### config.mk
export PLATFORM = sky130hd
export DESIGN_NAME = bcd_7seg_scan_flat
export DESIGN_NICKNAME = d
export VERILOG_FILES = /design/src/rtl/bcd_7seg_scan_if.sv /design/src/rtl/bcd_7seg_scan.sv /design/src/flat_wrapper.sv
export SDC_FILE = /design/constraint.sdc
export NUM_CORES = 1
export LEC_CHECK = 0
export ABC_AREA = 1
export BUFFER_PORTS_ARGS = -buffer_cell sky130_fd_sc_hd__buf_2
export CAP_MARGIN = 20
export CORE_UTILIZATION = 40
export DETAILED_ROUTE_END_ITERATION = 8
export HOLD_SLACK_MARGIN = 0.05
export PLACE_DENSITY = 0.67
export SLEW_MARGIN = 20
export SYNTH_ARGS = -nofsm -noshare
export SYNTH_HDL_FRONTEND = slang
export SYNTH_SLANG_ARGS = --single-unit
### constraint.sdc
create_clock -name clock -period 2.85 [get_ports clock]
set_clock_uncertainty 0.15 [all_clocks]
set_input_delay 0.57 -clock clock [delete_from_list [all_inputs] [get_ports clock]]
set_output_delay 0.57 -clock clock [all_outputs]
set_load 0.03 [all_outputs]
### src/rtl/bcd_7seg_scan_if.sv
// Counter-to-display link for the two-digit seven-segment scanner.
// The master side supplies the BCD value and strobes, and the slave side drives the display pins.
interface bcd_7seg_scan_if;
  logic       load;
  logic [7:0] bcd_in;
  logic       blank_lz;
  logic [6:0] seg;
  logic [1:0] an;
  logic       err;

  modport master (output load, bcd_in, blank_lz, input  seg, an, err);
  modport slave  (input  load, bcd_in, blank_lz, output seg, an, err);
endinterface

### src/rtl/bcd_7seg_scan.sv
// Two-digit multiplexed seven-segment driver for packed BCD. It latches a value on load
// and scans the units and tens digits onto a shared segment bus, with optional leading-zero blanking.
module bcd_7seg_scan #(
  parameter int SCAN_DIV     = 4,
  parameter bit COMMON_ANODE = 1'b0
) (
  input logic             clock,
  input logic             reset,
  bcd_7seg_scan_if.slave  bus
);

  localparam int                DIV_W    = (SCAN_DIV <= 1) ? 1 : $clog2(SCAN_DIV);
  localparam logic [DIV_W-1:0]  DIV_LAST = DIV_W'(SCAN_DIV - 1);
  localparam logic [6:0]        SEG_POL  = {7{COMMON_ANODE}};
  localparam logic [1:0]        AN_POL   = {2{COMMON_ANODE}};

  logic [7:0]       val;
  logic [DIV_W-1:0] div;
  logic             digit;
  logic             err_q;
  logic [6:0]       seg_q;
  logic [1:0]       an_q;

  logic [3:0]       nib;
  logic [6:0]       seg_raw;
  logic [1:0]       an_raw;

  function automatic logic [6:0] glyph(input logic [3:0] n);
    case (n)
      4'd0:    glyph = 7'b1111110;
      4'd1:    glyph = 7'b0110000;
      4'd2:    glyph = 7'b1101101;
      4'd3:    glyph = 7'b1111001;
      4'd4:    glyph = 7'b0110011;
      4'd5:    glyph = 7'b1011011;
      4'd6:    glyph = 7'b1011111;
      4'd7:    glyph = 7'b1110000;
      4'd8:    glyph = 7'b1111111;
      4'd9:    glyph = 7'b1111011;
      default: glyph = 7'b1001111; // "E" for any non-BCD nibble
    endcase
  endfunction

  // NOTE: every output of this block is assigned before any condition, so no latch is inferred.
  always_comb begin
    nib     = digit ? val[7:4] : val[3:0];
    seg_raw = glyph(nib);
    an_raw  = digit ? 2'b10 : 2'b01;
    if (digit && bus.blank_lz && (val[7:4] == 4'd0)) begin
      seg_raw = 7'h00;
      an_raw  = 2'b00;
    end
  end

  // All state moves on the falling edge. The output register samples the pre-edge val and digit.
  // NOTE: sequential state uses non-blocking assignments, so every register sees pre-edge values.
  always_ff @(negedge clock) begin
    if (!reset) begin
      val   <= 8'h00;
      div   <= '0;
      digit <= 1'b0;
      err_q <= 1'b0;
      seg_q <= SEG_POL;
      an_q  <= AN_POL;
    end else begin
      if (bus.load) begin
        val   <= bus.bcd_in;
        err_q <= (bus.bcd_in[7:4] > 4'd9) | (bus.bcd_in[3:0] > 4'd9);
      end
      if (div == DIV_LAST) begin
        div   <= '0;
        digit <= ~digit;
      end else begin
        div   <= div + 1'b1;
      end
      seg_q <= seg_raw ^ SEG_POL;
      an_q  <= an_raw ^ AN_POL;
    end
  end

  assign bus.seg = seg_q;
  assign bus.an  = an_q;
  assign bus.err = err_q;

endmodule
### src/flat_wrapper.sv
// flat-port wrapper written by rule: the top's interface ports become plain ports
module bcd_7seg_scan_flat 
#(
  parameter int SCAN_DIV     = 4,
  parameter bit COMMON_ANODE = 1'b0
)
  (clock, reset, bus_load, bus_bcd_in, bus_blank_lz, bus_seg, bus_an, bus_err);
  bcd_7seg_scan_if bus_i ();
  input logic clock;
  input logic reset;
  input wire logic [$bits(bus_i.load)-1:0] bus_load;
  input wire logic [$bits(bus_i.bcd_in)-1:0] bus_bcd_in;
  input wire logic [$bits(bus_i.blank_lz)-1:0] bus_blank_lz;
  output wire logic [$bits(bus_i.seg)-1:0] bus_seg;
  output wire logic [$bits(bus_i.an)-1:0] bus_an;
  output wire logic [$bits(bus_i.err)-1:0] bus_err;
  assign bus_i.load = bus_load;
  assign bus_i.bcd_in = bus_bcd_in;
  assign bus_i.blank_lz = bus_blank_lz;
  assign bus_seg = bus_i.seg;
  assign bus_an = bus_i.an;
  assign bus_err = bus_i.err;
  bcd_7seg_scan #(.SCAN_DIV(SCAN_DIV), .COMMON_ANODE(COMMON_ANODE)) u_core (.clock(clock), .reset(reset), .bus(bus_i));
endmodule
== Yosys cells after proc, flatten, opt, wreduce, memory -nomap -nowiden ==
Memory sizes are Yosys's and may differ from the RTL's. A register that Yosys moved wholly into a read port is not among the register bits.
Index checks and enable logic that the tools add are counted.

* Equal/unequal tests: 1
* $lt $le $gt $ge: 2
* Bitwise operators: 3
* $add $sub $neg: 1
* Mux-type cells: 2
* Reductions and logical operators: 5

{| class="wikitable"
|+ Operator list
! kind !! count
|-
| > comparator 4 bit, second input constant || 2
|-
| zero test 4 bit || 1
|-
| 2-to-1 mux 4 bit || 1
|-
| OR reduction 2 bit || 2
|-
| adder 2 x 1 -> 2 bit, second input constant || 1
|-
| equality test 2 bit, second input constant || 1
|-
| logical AND 1 bit || 2
|-
| 2-to-1 mux 2 bit || 1
|-
| NOT 1 bit || 2
|-
| OR 1 bit || 1
|}

* Bits in registers: 14
* Word-level logic and storage cells: 20
* Memories: 1
* Output and inout port bits: 10
* Bits of input ports: 12
* Bits in read-only memories: 112

{| class="wikitable"
|+ Memory list
! memory !! words !! bits a word !! rd ports !! clocked after Yosys merged registers in !! write ports !! line !! source
|-
| (no name shown) || 16 || 7 || 1 || 1 || 0 || bcd_7seg_scan.sv:29 || <nowiki>case (n)</nowiki>
|}

== Longest topological paths before layout ==
* Depth in word-level cells: 3
* Mapped depth: 11
* Gate-level depth less buffers: 10

==> results by stage <==
Worst setup path:
- In this run the worst setup path terminates at bus_err.
- The number of buffers and inverters on the critical path is 1.
- The endpoint identified for the worst register-to-register timing path is u_core.bus.seg[0].
- Of all nets on the critical path, the largest fanout is 2.
- The kind of start point of the critical path is a flip-flop.
- The length in cells of the worst reg-to-reg path is 9.
- STA classifies the critical path endpoint as a primary output.
- The worst setup path startpoint is u_core.bus.err.
- By startpoint and endpoint, the worst setup path is classified as flip-flop to primary output.
- The critical path goes through buf_6.
- The family with the most delay on the worst path is flip-flops.
- The launching point of the worst reg2reg path is u_core.digit.
- Among all stages on the critical path, the largest delay is contributed by sky130_fd_sc_hd__dfxtp_2.
- STA puts the critical path data required time at 2130 ps.
- In this run the number of cells on the critical path is 1.
- The critical path arrival is 2250 ps.
- The reg2reg setup slack is 900 ps.
- The longest individual stage delay on the worst path is 330 ps.

Placement:
- The number of buffers inserted by port buffering is 21.
- Prior to clock tree synthesis, the placed netlist has a worst setup slack of 11.1 ps.
- The half-perimeter wire length of the detailed placement result is 1310 um.
- Routability-driven placement finished with a final weighted congestion of 0.813.

Worst hold path:
- The origin of the worst min-delay path is u_core.div[0].
- The worst min-delay path category is flip-flop to flip-flop.

Synthesis:
- The commonest register cell after synthesis is sky130_fd_sc_hd__dfxtp_1.
- Of all flip-flops after synthesis, the portion carrying an async set or reset was 0%.
- The most common cell in the netlist is sky130_fd_sc_hd__nand2_1.
- The cell area after synthesis is 992 um2.
- The cell count after synthesis came out at 125.
- When the netlist entered floorplanning its net count stood at 144.
- The synthesized design devotes to its leading area cell type 42.4% of total area.
- The synthesized design contains 0 enable-type register cells.
- The synthesized area per cell is 7.94 um2.
- In the post-synthesis netlist, the biggest area contributors are sky130_fd_sc_hd__dfxtp_1, sky130_fd_sc_hd__nand2_1, sky130_fd_sc_hd__ha_1, sky130_fd_sc_hd__inv_1, sky130_fd_sc_hd__nand3_1.
- The fraction of the yosys area taken by sequential cells is 42.4%.
- The Yosys step of the flow raised 0 warnings.
- The number of flip-flops and latches in the synthesized netlist is 21.
- The cell type with the highest aggregate area in the netlist is sky130_fd_sc_hd__dfxtp_1.
- By count the netlist is led by sky130_fd_sc_hd__nand2_1, sky130_fd_sc_hd__dfxtp_1, sky130_fd_sc_hd__inv_1.
- The count of cell types in the netlist is 22.

Clock tree:
- The tree built by TritonCTS fans out to 21 sinks.
- The H-tree depth is 1.
- Counting the buffers created by CTS gives 3.
- The root buffer cell is sky130_fd_sc_hd__clkbuf_4.
- The number of setup buffers added after CTS is 0.
- TritonCTS built the clock tree.
- The clock insertion delay at the later pin of the skew report is 370 ps.
- The clock passes through at most 2 buffers.
- After clock tree synthesis, the clock-pin slew on the worst setup and hold paths is 40 ps.

Route:
- The via density per instance is 4.49.
- The first detailed-routing pass took 4 iterations.
- Summing over every cut layer, the via total after detailed routing is 880.
- The number of antenna-violating nets in the routed design is 0.
- The initial DRC count is 10.
- The routed length per placed instance is 8.94 um.
- Summed over all layers, the routed wires come to 1750 um.
- The residual DRC count is 0.

Power and ir drop:
- For this design the static power due to leakage is 0.737 nW.
- The maximum vdd drop is 0.397 mV.
- Dividing total power by cell area gives a power density of 659 nW/um2.
- The total power is 0.869 mW.

Layout:
- Compared with the post-synthesis result, the final layout area differs by 32.9%.
- The combined area of the multi-input logic cells is 478 um2.
- The filler cell count is 223.
- The number of nets in the layout is 188.
- 0 antenna diodes ended up in the layout.
- The flip-flop and latch area is 433 um2.
- The fraction of layout cells with a size suffix above 1 is 28.0%.

Outcome:
- The run finished, with violations left.
- The checks that failed: setup timing.

Global route:
- The number of global-route vias before repair came to 770.
- The overall routing resource usage is 14.8%.
- After global routing the overflow that remains totals 0.
- The largest net degree at the start of global routing is 14.
- The initial antenna violation count is 0.
- The wire length of the first global-routing pass is 2890 um.

Floorplanning:
- The die area is 2680 um2.
- The die span in x is 51.8 um.
- From bottom edge to top edge, the die measures 51.8 um.
- The starting utilization of the core area is 43.6%.
- 22 I/O pins were placed.
- The total area inside the core boundary comes to 2280 um2.
- The standard-cell row count is 17.

STA:
- Setup repair after global routing could not meet its margin everywhere.
- Setup violations remaining at the end of the flow were counted as 10.
- The number of hold violations in the final report is 0.
- The total negative slack is -1030 ps.
- The number of max-slew violations in the final report is 0.
- In the post-route analysis, the smallest setup slack over all paths is -124 ps.
- The remaining max-slew budget at the tightest pin is 67.1%.
- The actual slew at the worst max-slew pin is 492 ps.

Flow run:
- The number of max-cap violations is 0.
cells in the final DEF, fill, tap and decap left out:
cell	Yosys	routed
sky130_fd_sc_hd__inv_1	15	35
sky130_fd_sc_hd__nand2_1	25	25
sky130_fd_sc_hd__nor2_1	11	11
sky130_fd_sc_hd__buf_2	1	11
sky130_fd_sc_hd__dfxtp_1	21	11
sky130_fd_sc_hd__nand3_1	10	10
sky130_fd_sc_hd__buf_6	1	10
sky130_fd_sc_hd__dfxtp_2	0	10
sky130_fd_sc_hd__a21oi_1	8	8
sky130_fd_sc_hd__ha_1	7	7
sky130_fd_sc_hd__o21ai_0	6	6
sky130_fd_sc_hd__nand2_2	4	4
sky130_fd_sc_hd__nand2_4	3	3
sky130_fd_sc_hd__clkbuf_4	0	3
sky130_fd_sc_hd__inv_6	2	2
sky130_fd_sc_hd__nand3b_1	2	2
sky130_fd_sc_hd__o21bai_1	2	2
sky130_fd_sc_hd__nand3_2	1	1
sky130_fd_sc_hd__inv_2	1	1
sky130_fd_sc_hd__nor3_1	1	1
sky130_fd_sc_hd__nor3b_1	1	1
sky130_fd_sc_hd__xnor2_1	1	1
sky130_fd_sc_hd__or2_1	1	1
sky130_fd_sc_hd__o21ai_2	1	1
sky130_fd_sc_hd__bufinv_16	0	1
state kept, by name, indices dropped and copies added (netlist names):
name and count:
u_core.val 8, u_core.bus.seg 7, u_core.bus.an 2, u_core.div 2, u_core.bus.err 1, u_core.digit 1
cell type report:
type	count	share of cell area, %
Tap cell	28	2.66
Timing Repair Buffer	21	12.7
Multi-Input combinational cell	84	36.2
Inverter	17	5.60
Clock buffer	3	1.71
Sequential cell	21	32.8
Clock inverter	22	8.25
per-layer routing:
| metal | vias up | share of wire [%] | track usage [%] |
|---|---|---|---|
| met3 | 4 | 4.9 | 7.60 |
| met1 | 378 | 45 | 15.3 |
| met5 | - | 0 | 0 |
| met2 | 20 | 49 | 23.2 |
| met4 | 0 | 1.1 | 10.4 |
| li1 | 478 | - | - |
through the flow:
step	area (um2)	hold slack, ps	std cells	utilization, %
4_1_cts	1320	276	196	57.9
3_3_place_gp	1120	262	172	49.0
3_5_place_dp	1120	270	172	49.0
6_report	1320	274	196	57.9
2_1_floorplan	992	254	125	-
5_1_grt	1320	302	196	57.9
cells by family after synthesis:
group                    share of synthesized area (%)
adder cells (fa/ha/maj)                           8.83
XOR/XNOR                                         0.883
buffers and inverters                             9.46
flip-flops                                        42.4
AO/OA/AOI/OAI                                     9.46
AND/OR/NAND/NOR                                   29.0
where the power goes:
part | switching [mW] | internal (mW) | total (mW)
Clock | 0.162 | 0.180 | 0.342
Sequential | 0.0190 | 0.328 | 0.347
Combinational | 0.104 | 0.0758 | 0.180
Total | 0.285 | 0.584 | 0.869
timing repair:
item	CTS	global route
resized for setup	30	0
hold endpoints to repair	0	0
pin swaps	0	0
hold buffers	0	0
setup endpoints to repair	10	10
worst min path at each step:
stage	endpoint	slack, ps	cells after the start
3_5_place_dp	u_core.div[0]	270	1
2_1_floorplan	u_core.div[0]	250	1
4_1_cts	u_core.div[0]	280	1
6_report	u_core.div[0]	270	1
3_3_place_gp	u_core.div[0]	260	1
5_1_grt	u_core.div[0]	300	1
Note: power is estimated with default switching activity, not from simulation.
